[src/rtl/sweep_pkg.sv]
// Shared types and helpers for the exhaustive vector sweeper.
package sweep_pkg;

    typedef enum logic [1:0] {
        IDLE,
        HOLD,
        CHECK,
        DONE
    } sweep_state_e;

    localparam int HOLD_CYCLES_MIN = 2;

    function automatic int num_vec(input int n_in);
        return 1 << n_in;
    endfunction

endpackage

[src/rtl/sweep_vec_counter.sv]
// Hold and vector counters for the sweeper: steps through vectors 0..NUM_VEC-1,
// flagging the last hold cycle of a vector and the last vector of a sweep.
module sweep_vec_counter
    import sweep_pkg::*;
#(
    parameter int N_IN        = 4,
    parameter int HOLD_CYCLES = 2
) (
    input  logic            clk,
    input  logic            rst,
    input  logic            clear,
    input  logic            hold_en,
    input  logic            advance,
    output logic [N_IN-1:0] vec,
    output logic            last_hold,
    output logic            last_vec
);

    // Values below the minimum are clamped so the HOLD state always lasts at least one cycle.
    localparam int HOLD_EFF = (HOLD_CYCLES < HOLD_CYCLES_MIN) ? HOLD_CYCLES_MIN : HOLD_CYCLES;
    localparam int HW       = (HOLD_EFF > 2) ? $clog2(HOLD_EFF) : 1;

    logic [HW-1:0]   hold_q, hold_d;
    logic [N_IN-1:0] vec_q, vec_d;

    assign vec       = vec_q;
    assign last_hold = (hold_q == HW'(HOLD_EFF - 2));
    assign last_vec  = (vec_q == {N_IN{1'b1}});

    always_comb begin
        hold_d = hold_q;
        vec_d  = vec_q;
        if (clear) begin
            hold_d = '0;
            vec_d  = '0;
        end else if (advance) begin
            hold_d = '0;
            vec_d  = vec_q + 1'b1;
        end else if (hold_en && !last_hold) begin
            hold_d = hold_q + 1'b1;
        end
    end

    always_ff @(posedge clk) begin
        if (rst) begin
            hold_q <= '0;
            vec_q  <= '0;
        end else begin
            hold_q <= hold_d;
            vec_q  <= vec_d;
        end
    end

endmodule

[src/rtl/exhaustive_vector_sweeper.sv]
// Walks all 2^N_IN input vectors, compares the DUT output with a latched truth table
// and reports statistics. Define SWEEP_STOP_ON_FAIL_EN to halt on the first mismatch.
module exhaustive_vector_sweeper
    import sweep_pkg::*;
#(
    parameter int  N_IN        = 4,
    parameter int  HOLD_CYCLES = 2,
    localparam int NUM_VEC     = num_vec(N_IN)
) (
    input  logic               clk,
    input  logic               rst,
    input  logic               start,
    input  logic [NUM_VEC-1:0] expected_tt,
    input  logic               dut_out,
    output logic [N_IN-1:0]    dut_in,
    output logic               busy,
    output logic               done,
    output logic               pass,
    output logic [N_IN:0]      err_count,
    output logic [N_IN-1:0]    first_fail_vec
);

    sweep_state_e       state_q, state_d;
    logic [NUM_VEC-1:0] tt_q, tt_d;
    logic               busy_q, busy_d;
    logic               done_q, done_d;
    logic               pass_q, pass_d;
    logic [N_IN:0]      err_q, err_d;
    logic [N_IN-1:0]    ffv_q, ffv_d;

    logic            clear, hold_en, advance, finish, mismatch;
    logic [N_IN-1:0] vec;
    logic            last_hold, last_vec;

    sweep_vec_counter #(
        .N_IN        (N_IN),
        .HOLD_CYCLES (HOLD_CYCLES)
    ) u_counter (
        .clk       (clk),
        .rst       (rst),
        .clear     (clear),
        .hold_en   (hold_en),
        .advance   (advance),
        .vec       (vec),
        .last_hold (last_hold),
        .last_vec  (last_vec)
    );

    // Case inequality so an X/Z output from the block under test counts as a failure.
    assign mismatch = (dut_out !== tt_q[vec]);

    always_comb begin
        state_d = state_q;
        tt_d    = tt_q;
        busy_d  = busy_q;
        done_d  = done_q;
        pass_d  = pass_q;
        err_d   = err_q;
        ffv_d   = ffv_q;
        clear   = 1'b0;
        hold_en = 1'b0;
        advance = 1'b0;
        finish  = 1'b0;
        unique case (state_q)
            IDLE, DONE: begin
                if (start) begin
                    tt_d    = expected_tt;
                    err_d   = '0;
                    ffv_d   = '0;
                    pass_d  = 1'b0;
                    busy_d  = 1'b1;
                    done_d  = 1'b0;
                    clear   = 1'b1;
                    state_d = HOLD;
                end
            end
            HOLD: begin
                hold_en = 1'b1;
                if (last_hold) begin
                    state_d = CHECK;
                end
            end
            CHECK: begin
                if (mismatch) begin
                    err_d = err_q + 1'b1;
                    if (err_q == '0) begin
                        ffv_d = vec;
                    end
                end
                finish = last_vec;
`ifdef SWEEP_STOP_ON_FAIL_EN
                finish = finish | mismatch;
`endif
                if (finish) begin
                    state_d = DONE;
                    busy_d  = 1'b0;
                    done_d  = 1'b1;
                    pass_d  = (err_d == '0);
                end else begin
                    advance = 1'b1;
                    state_d = HOLD;
                end
            end
            default: state_d = IDLE;
        endcase
    end

    always_ff @(posedge clk) begin
        if (rst) begin
            state_q <= IDLE;
            tt_q    <= '0;
            busy_q  <= 1'b0;
            done_q  <= 1'b0;
            pass_q  <= 1'b0;
            err_q   <= '0;
            ffv_q   <= '0;
        end else begin
            state_q <= state_d;
            tt_q    <= tt_d;
            busy_q  <= busy_d;
            done_q  <= done_d;
            pass_q  <= pass_d;
            err_q   <= err_d;
            ffv_q   <= ffv_d;
        end
    end

    assign dut_in         = vec;
    assign busy           = busy_q;
    assign done           = done_q;
    assign pass           = pass_q;
    assign err_count      = err_q;
    assign first_fail_vec = ffv_q;

endmodule

[config.mk]
export PLATFORM = sky130hd
export DESIGN_NAME = exhaustive_vector_sweeper
export DESIGN_NICKNAME = d
export VERILOG_FILES = /design/src/rtl/sweep_pkg.sv /design/src/rtl/sweep_vec_counter.sv /design/src/rtl/exhaustive_vector_sweeper.sv
export SDC_FILE = /design/constraint.sdc
export NUM_CORES = 1
export LEC_CHECK = 0
export CAP_MARGIN = 40
export CORE_MARGIN = 1
export CORE_UTILIZATION = 25
export CTS_BUF_LIST = sky130_fd_sc_hd__clkbuf_8
export CTS_CLUSTER_DIAMETER = 40
export DETAILED_ROUTE_END_ITERATION = 8
export SYNTH_ARGS = -nofsm -noshare
export SYNTH_HDL_FRONTEND = slang
export SYNTH_SLANG_ARGS = --single-unit
[constraint.sdc]
create_clock -name clk -period 3.8 [get_ports clk]
set_input_delay 1.14 -clock clk [delete_from_list [all_inputs] [get_ports clk]]
set_output_delay 1.14 -clock clk [all_outputs]
set_load 0.03 [all_outputs]
# [Word-level counts from Yosys, hierarchy flattened]
# Cells that the tools add are included.
[classes] add_sub_neg=3 magnitude_cmp=1 eq_ne=10 mux=27 n_reduce_logical=13
[ops] cell="5-bit 2-to-1 mux" count=3
[ops] cell="4-bit 2-to-1 mux" count=3
[ops] cell="1-bit 2-to-1 mux" count=11
[ops] cell="5-bit logical NOT" count=2
[ops] cell="2-bit != test, second input constant" count=5
[ops] cell="5-bit one-hot mux with 2 select lines" count=1
[ops] cell="4-bit one-hot mux with 2 select lines" count=1
[ops] cell="2-bit 2-to-1 mux" count=3
[ops] cell="1-bit one-hot mux with 2 select lines" count=3
[ops] cell="2-bit one-hot mux with 3 select lines" count=1
[ops] cell="2-bit AND reduction" count=3
[ops] cell="5-bit by 1-bit adder with 5-bit output, second input constant" count=1
[ops] cell="4-bit by 5-bit < comparator with 1-bit output, second input constant" count=1
[ops] cell="4-bit by 1-bit adder with 4-bit output, second input constant" count=1
[ops] cell="1-bit binary-select mux with 4-bit select" count=1
[ops] cell="2-bit == test, second input constant" count=2
[ops] cell="4-bit == test, second input constant" count=1
[ops] cell="4-bit AND reduction" count=1
[ops] cell="2-bit OR reduction" count=2
[ops] cell="3-bit AND reduction" count=1
[ops] cell="3-bit OR reduction" count=1
[ops] cell="2-bit by 1-bit == test with 1-bit output, second input constant" count=1
[ops] cell="2-bit logical NOT" count=1
[ops] cell="2-bit nonzero test" count=1
[ops] cell="other kinds (3)" count=3
[word_totals] ff_bits=35 input_bits=20 out_inout_bits=16 word_cells=63

# [Longest topological paths before layout]
[depth] word_depth=8 mapped_depth=8

# [By module]
# From an unflattened synthesis, not the netlist that was laid out.
[unflattened] hier_cells=221 area_unflattened_um2=1834.3
[modules_own_cells] mod="exhaustive_vector_sweeper" n_inst=1 cells_per_inst=199 area_per_inst_um2=1584.0 seq_area_each_um2=600.6
[modules_own_cells] mod="sweep_vec_counter" n_inst=1 cells_per_inst=22 area_per_inst_um2=250.2 seq_area_each_um2=100.1

# [Worst setup path after synthesis]
# Ideal clock, no wire load.
[synth_path] kind="reg-to-reg" start="reg u_counter.vec_q[0] (netlist: u_counter.vec[0])" end="reg err_q[2] (netlist: err_count[2])" setup_time_ns=0.091 t_arrival_ns=2.319 setup_slack_ns=1.390 path_stages_with_launch=9 period_less_slack_ns=2.410 path_cell_list="dfxtp_1 > buf_6 > mux2i_1 > mux4_2 > mux2_4 > and2_4 > buf_6 > a21o_1 > a311oi_1"
[synth_via] elab_chain_cells=6
[synth_rtl] element="start: declaration" line="sweep_vec_counter.sv:24" source="logic [N_IN-1:0] vec_q, vec_d;"
[synth_rtl] element="start signal: assignment" line="sweep_vec_counter.sv:50" source="vec_q <= vec_d;"
[synth_rtl] element="1-bit binary-select mux with 4-bit select" line="exhaustive_vector_sweeper.sv:50" source="assign mismatch = (dut_out !== tt_q[vec]);"
[synth_rtl] element="1-bit 2-to-1 mux (not written as such)" line="exhaustive_vector_sweeper.sv:50"
[synth_rtl] element="1-bit !== test" line="exhaustive_vector_sweeper.sv:50"
[synth_rtl] element="5-bit 2-to-1 mux" line="exhaustive_vector_sweeper.sv:84" source="if (mismatch) begin"
[synth_rtl] element="5-bit 2-to-1 mux" line="exhaustive_vector_sweeper.sv:64" source="unique case (state_q)"
[synth_rtl] element="5-bit one-hot mux with 2 select lines" line="exhaustive_vector_sweeper.sv:64"
[synth_rtl] element="end signal: assignment" line="exhaustive_vector_sweeper.sv:123" source="err_q <= err_d;"
[synth_rtl] element="end: declaration" line="exhaustive_vector_sweeper.sv:28" source="logic [N_IN:0] err_q, err_d;"
# Every way passes these cells. The select of a mux whose other input is x is not followed.
# A chain may end at the register's enable or synchronous reset.

# [Worst setup path after layout]
[layout_path] start="reg u_counter.vec_q[0] (netlist: u_counter.vec[0])" end="out dut_in[0]"
[layout_rtl] element="end: declaration" line="exhaustive_vector_sweeper.sv:15" source="output logic [N_IN-1:0] dut_in,"
# No word-level cell between the ends.

==> qor.csv <==
stage,metric,value,unit
global_route,number of antenna violations at the first check in global routing,0,
clock_tree,depth of the CTS H-tree,2,
finish,# fillers,708,
placed_design,dpl hpwl,2950,um
finish,Layout Utilization,0.340,
min_path,Hold Crit Class,reg -> reg,
sta,Worst Skew,0.00704,ns
detailed_routing,DR pass1 iterations,4,
clock_tree,clock buffer depth,2,
setup_path,Critical-path top delay cell,clkdlybuf4s50_1,
floorplanning,Die Width,85.7,um
global_route,vias in the first global route,1464,
yosys,ys flop type,dfxtp_1,
yosys,sequential share of the synthesized area,0.400,
pwr,Leak,0.779,nW
yosys,Mapped Area,1750,um2
pwr,Pwr per Cell Area,393,nW/um2
global_route,first-pass GRT wire length,6850,um
pwr,Peak VDD IR,0.000120,V
yosys,Synth Instances,204,
yosys,Syn Nets,230,
yosys,Synth area leader,dfxtp_1,
detailed_routing,via count,1512,
detailed_routing,vias per cell,4.50,
setup_path,Worst EP arrival,1.82,ns
sta,shortest period the worst path allows,2.96,ns
yosys,post-synth top area share,0.400,
clock_tree,Root Buffer,clkbuf_8,
setup_path,WP data required,2.66,ns
min_path,Hold EP,tt_q[12],
finish,Total Nets Final,265,
setup_path,worst r2r dst,first_fail_vec[3],
clock_tree,CTS resizes,0,
finish,fraction of layout cells with a size suffix above 1,0.0708,
detailed_routing,drt initial violations,76,
setup_path,Startpoint Class,flop,
sta,final hold violation count,0,
clock_tree,clock latency on the worst-skew pair,0.29,ns
sta,max_slew headroom,0.540,
floorplanning,Die Area,7340,um2
sta,Slew @ Worst Pin,0.682,ns
clock_tree,Hold Buf Count CTS,0,
clock_tree,Num CTS Buffers,5,
floorplanning,Top-Level Pins,36,
setup_path,R2R depth,6,
setup_path,critical-path maximum fanout,13,
finish,Inserted Diodes,0,
setup_path,cells along the critical path,clkdlybuf4s50_1,
clock_tree,clk sinks,35,
clock_tree,CTS clock-pin slew for the worst setup and hold paths,0.07,ns
global_route,largest net degree at the start of global routing,19,
detailed_routing,routed len/inst,12.3,um
yosys,asr flop ratio synth,0,
setup_path,WP buf/inv,1,
finish,synth-to-layout area growth,31.9,%
setup_path,flop-to-flop setup slack,1.19,ns
sta,fin. max-slew vios,0,
setup_path,crit-path leading delay family,buffers and inverters,
yosys,YS warnings,0,
detailed_routing,drt total wl,4140,um
floorplanning,die height,85.7,um
job,Max Cap Viol,0,
floorplanning,Placeable Area,6790,um2
sta,Hold WS,0.455,ns
setup_path,CP max stage delay,0.79,ns
clock_tree,CTS tree,done,
min_path,HP Start,tt_q[12],
detailed_routing,Post-DRT Antenna Nets,0,
yosys,synth unique cells,43,
setup_path,worst reg2reg startpoint,u_counter.vec[0],
global_route,grt total ovfl,0,
global_route,All-Layer GR Usage,0.119,
floorplanning,Initial Utilization,0.258,
min_path,hold depth,2,
clock_tree,"Setup Fix Bufs, Post-CTS",0,
sta,TNS Setup,0,ns
finish,"most common cell after layout, fill and taps aside",nand2_1,
setup_path,crit path kind,reg -> out,
placed_design,PortBufs,35,
sta,"Setup violations, final",0,
yosys,largest cells by area after synthesis,"dfxtp_1 40%, nand2_1 8.6%, a21oi_1 8.0%, mux2i_1 4.6%, ha_1 4.3%",
yosys,Synth Register Bits,35,
yosys,Syn Area/Cell,8.58,um2
finish,"commonest non-fill, non-tap cells in the layout","40 x nand2_1, 35 x dfxtp_1, 35 x clkdlybuf4s50_1, 28 x a21oi_1, 8 x mux2i_1",
yosys,"EDFF count, synth",0,
sta,RSZ-0062 raised after global routing,false,
floorplanning,row count,30,
placed_design,GP Congestion,0.765,
sta,Final period util,0.780,
setup_path,Crit. End Element,output pin,
detailed_routing,drt drc,0,
outcome,status,completed,
sta,FMAX,337,MHz
cells in the mapped netlist, drive strengths merged (5+ instances only):
master / n
nand2: 40
a21oi: 28
dfxtp: 35
clkbuf: 5
inv: 7
nand3: 7
nor2: 6
ha: 6
o21ai: 9
mux2i: 9
kinds of logic (layout without fill, tap and decap cells):
family,count (synthesis),in the layout,synth area share
simple gates,79,79,0.222
flops,35,35,0.400
xor+xnor,2,2,0.0100
fa+ha+maj,6,6,0.0429
compound gates,54,54,0.189
buf+inv,16,52,0.0429
mux,12,12,0.0929
state kept, by name (all words and copies together) (netlist names):
register          count
tt_q                 16
err_count             5
first_fail_vec        4
u_counter.vec         4
state_q               2
busy                  1
done                  1
pass                  1
u_counter.hold_q      1
metal layers:
metal  track usage  vias up  share of wire
li1              -      801              -
met1         0.157      673           0.50
met2         0.185       33           0.44
met3        0.0327        5          0.048
met4        0.0455        0          0.015
met5             0        -              0
worst max path at each step:
stage / from / endpoint / slack, ns / cells after the start
6_report: u_counter.vec[0] / dut_in[0] / 0.84 / 1
3_5_place_dp: dut_out / first_fail_vec[3] / 0.94 / 6
5_1_grt: u_counter.vec[0] / dut_in[0] / 0.73 / 1
4_1_cts: u_counter.vec[0] / dut_in[0] / 0.79 / 1
3_3_place_gp: dut_out / first_fail_vec[3] / 0.96 / 6
2_1_floorplan: u_counter.vec[0] / err_count[2] / 1.39 / 8
area by class of cell:
cell class / count / area (um2) / share of cell area
Timing Repair Buffer: 37 / 365 / 0.158
Clock inverter: 2 / 38.8 / 0.0168
Clock buffer: 6 / 82.6 / 0.0358
Inverter: 7 / 26.3 / 0.0114
Sequential cell: 35 / 701 / 0.304
Multi-Input combinational cell: 153 / 975 / 0.422
Tap cell: 96 / 120 / 0.0520
metrics by stage:
stage	power, mW	setup slack [ns]	instance area (um2)	std cells
4_1_cts	0.917	0.794	2310	336
2_1_floorplan	0.513	1.39	1750	204
3_3_place_gp	0.561	0.961	2190	328
5_1_grt	0.952	0.729	2310	336
6_report	0.908	0.836	2310	336
3_5_place_dp	0.563	0.942	2190	328
power by group:
group / switching [mW] / internal [mW] / total [mW] / leakage (nW)
registers: 0.0133 / 0.387 / 0.401 / 0.285
logic: 0.0874 / 0.0659 / 0.153 / 0.432
clock network: 0.138 / 0.216 / 0.354 / 0.0618
Note: power is estimated with default switching activity, not from simulation.
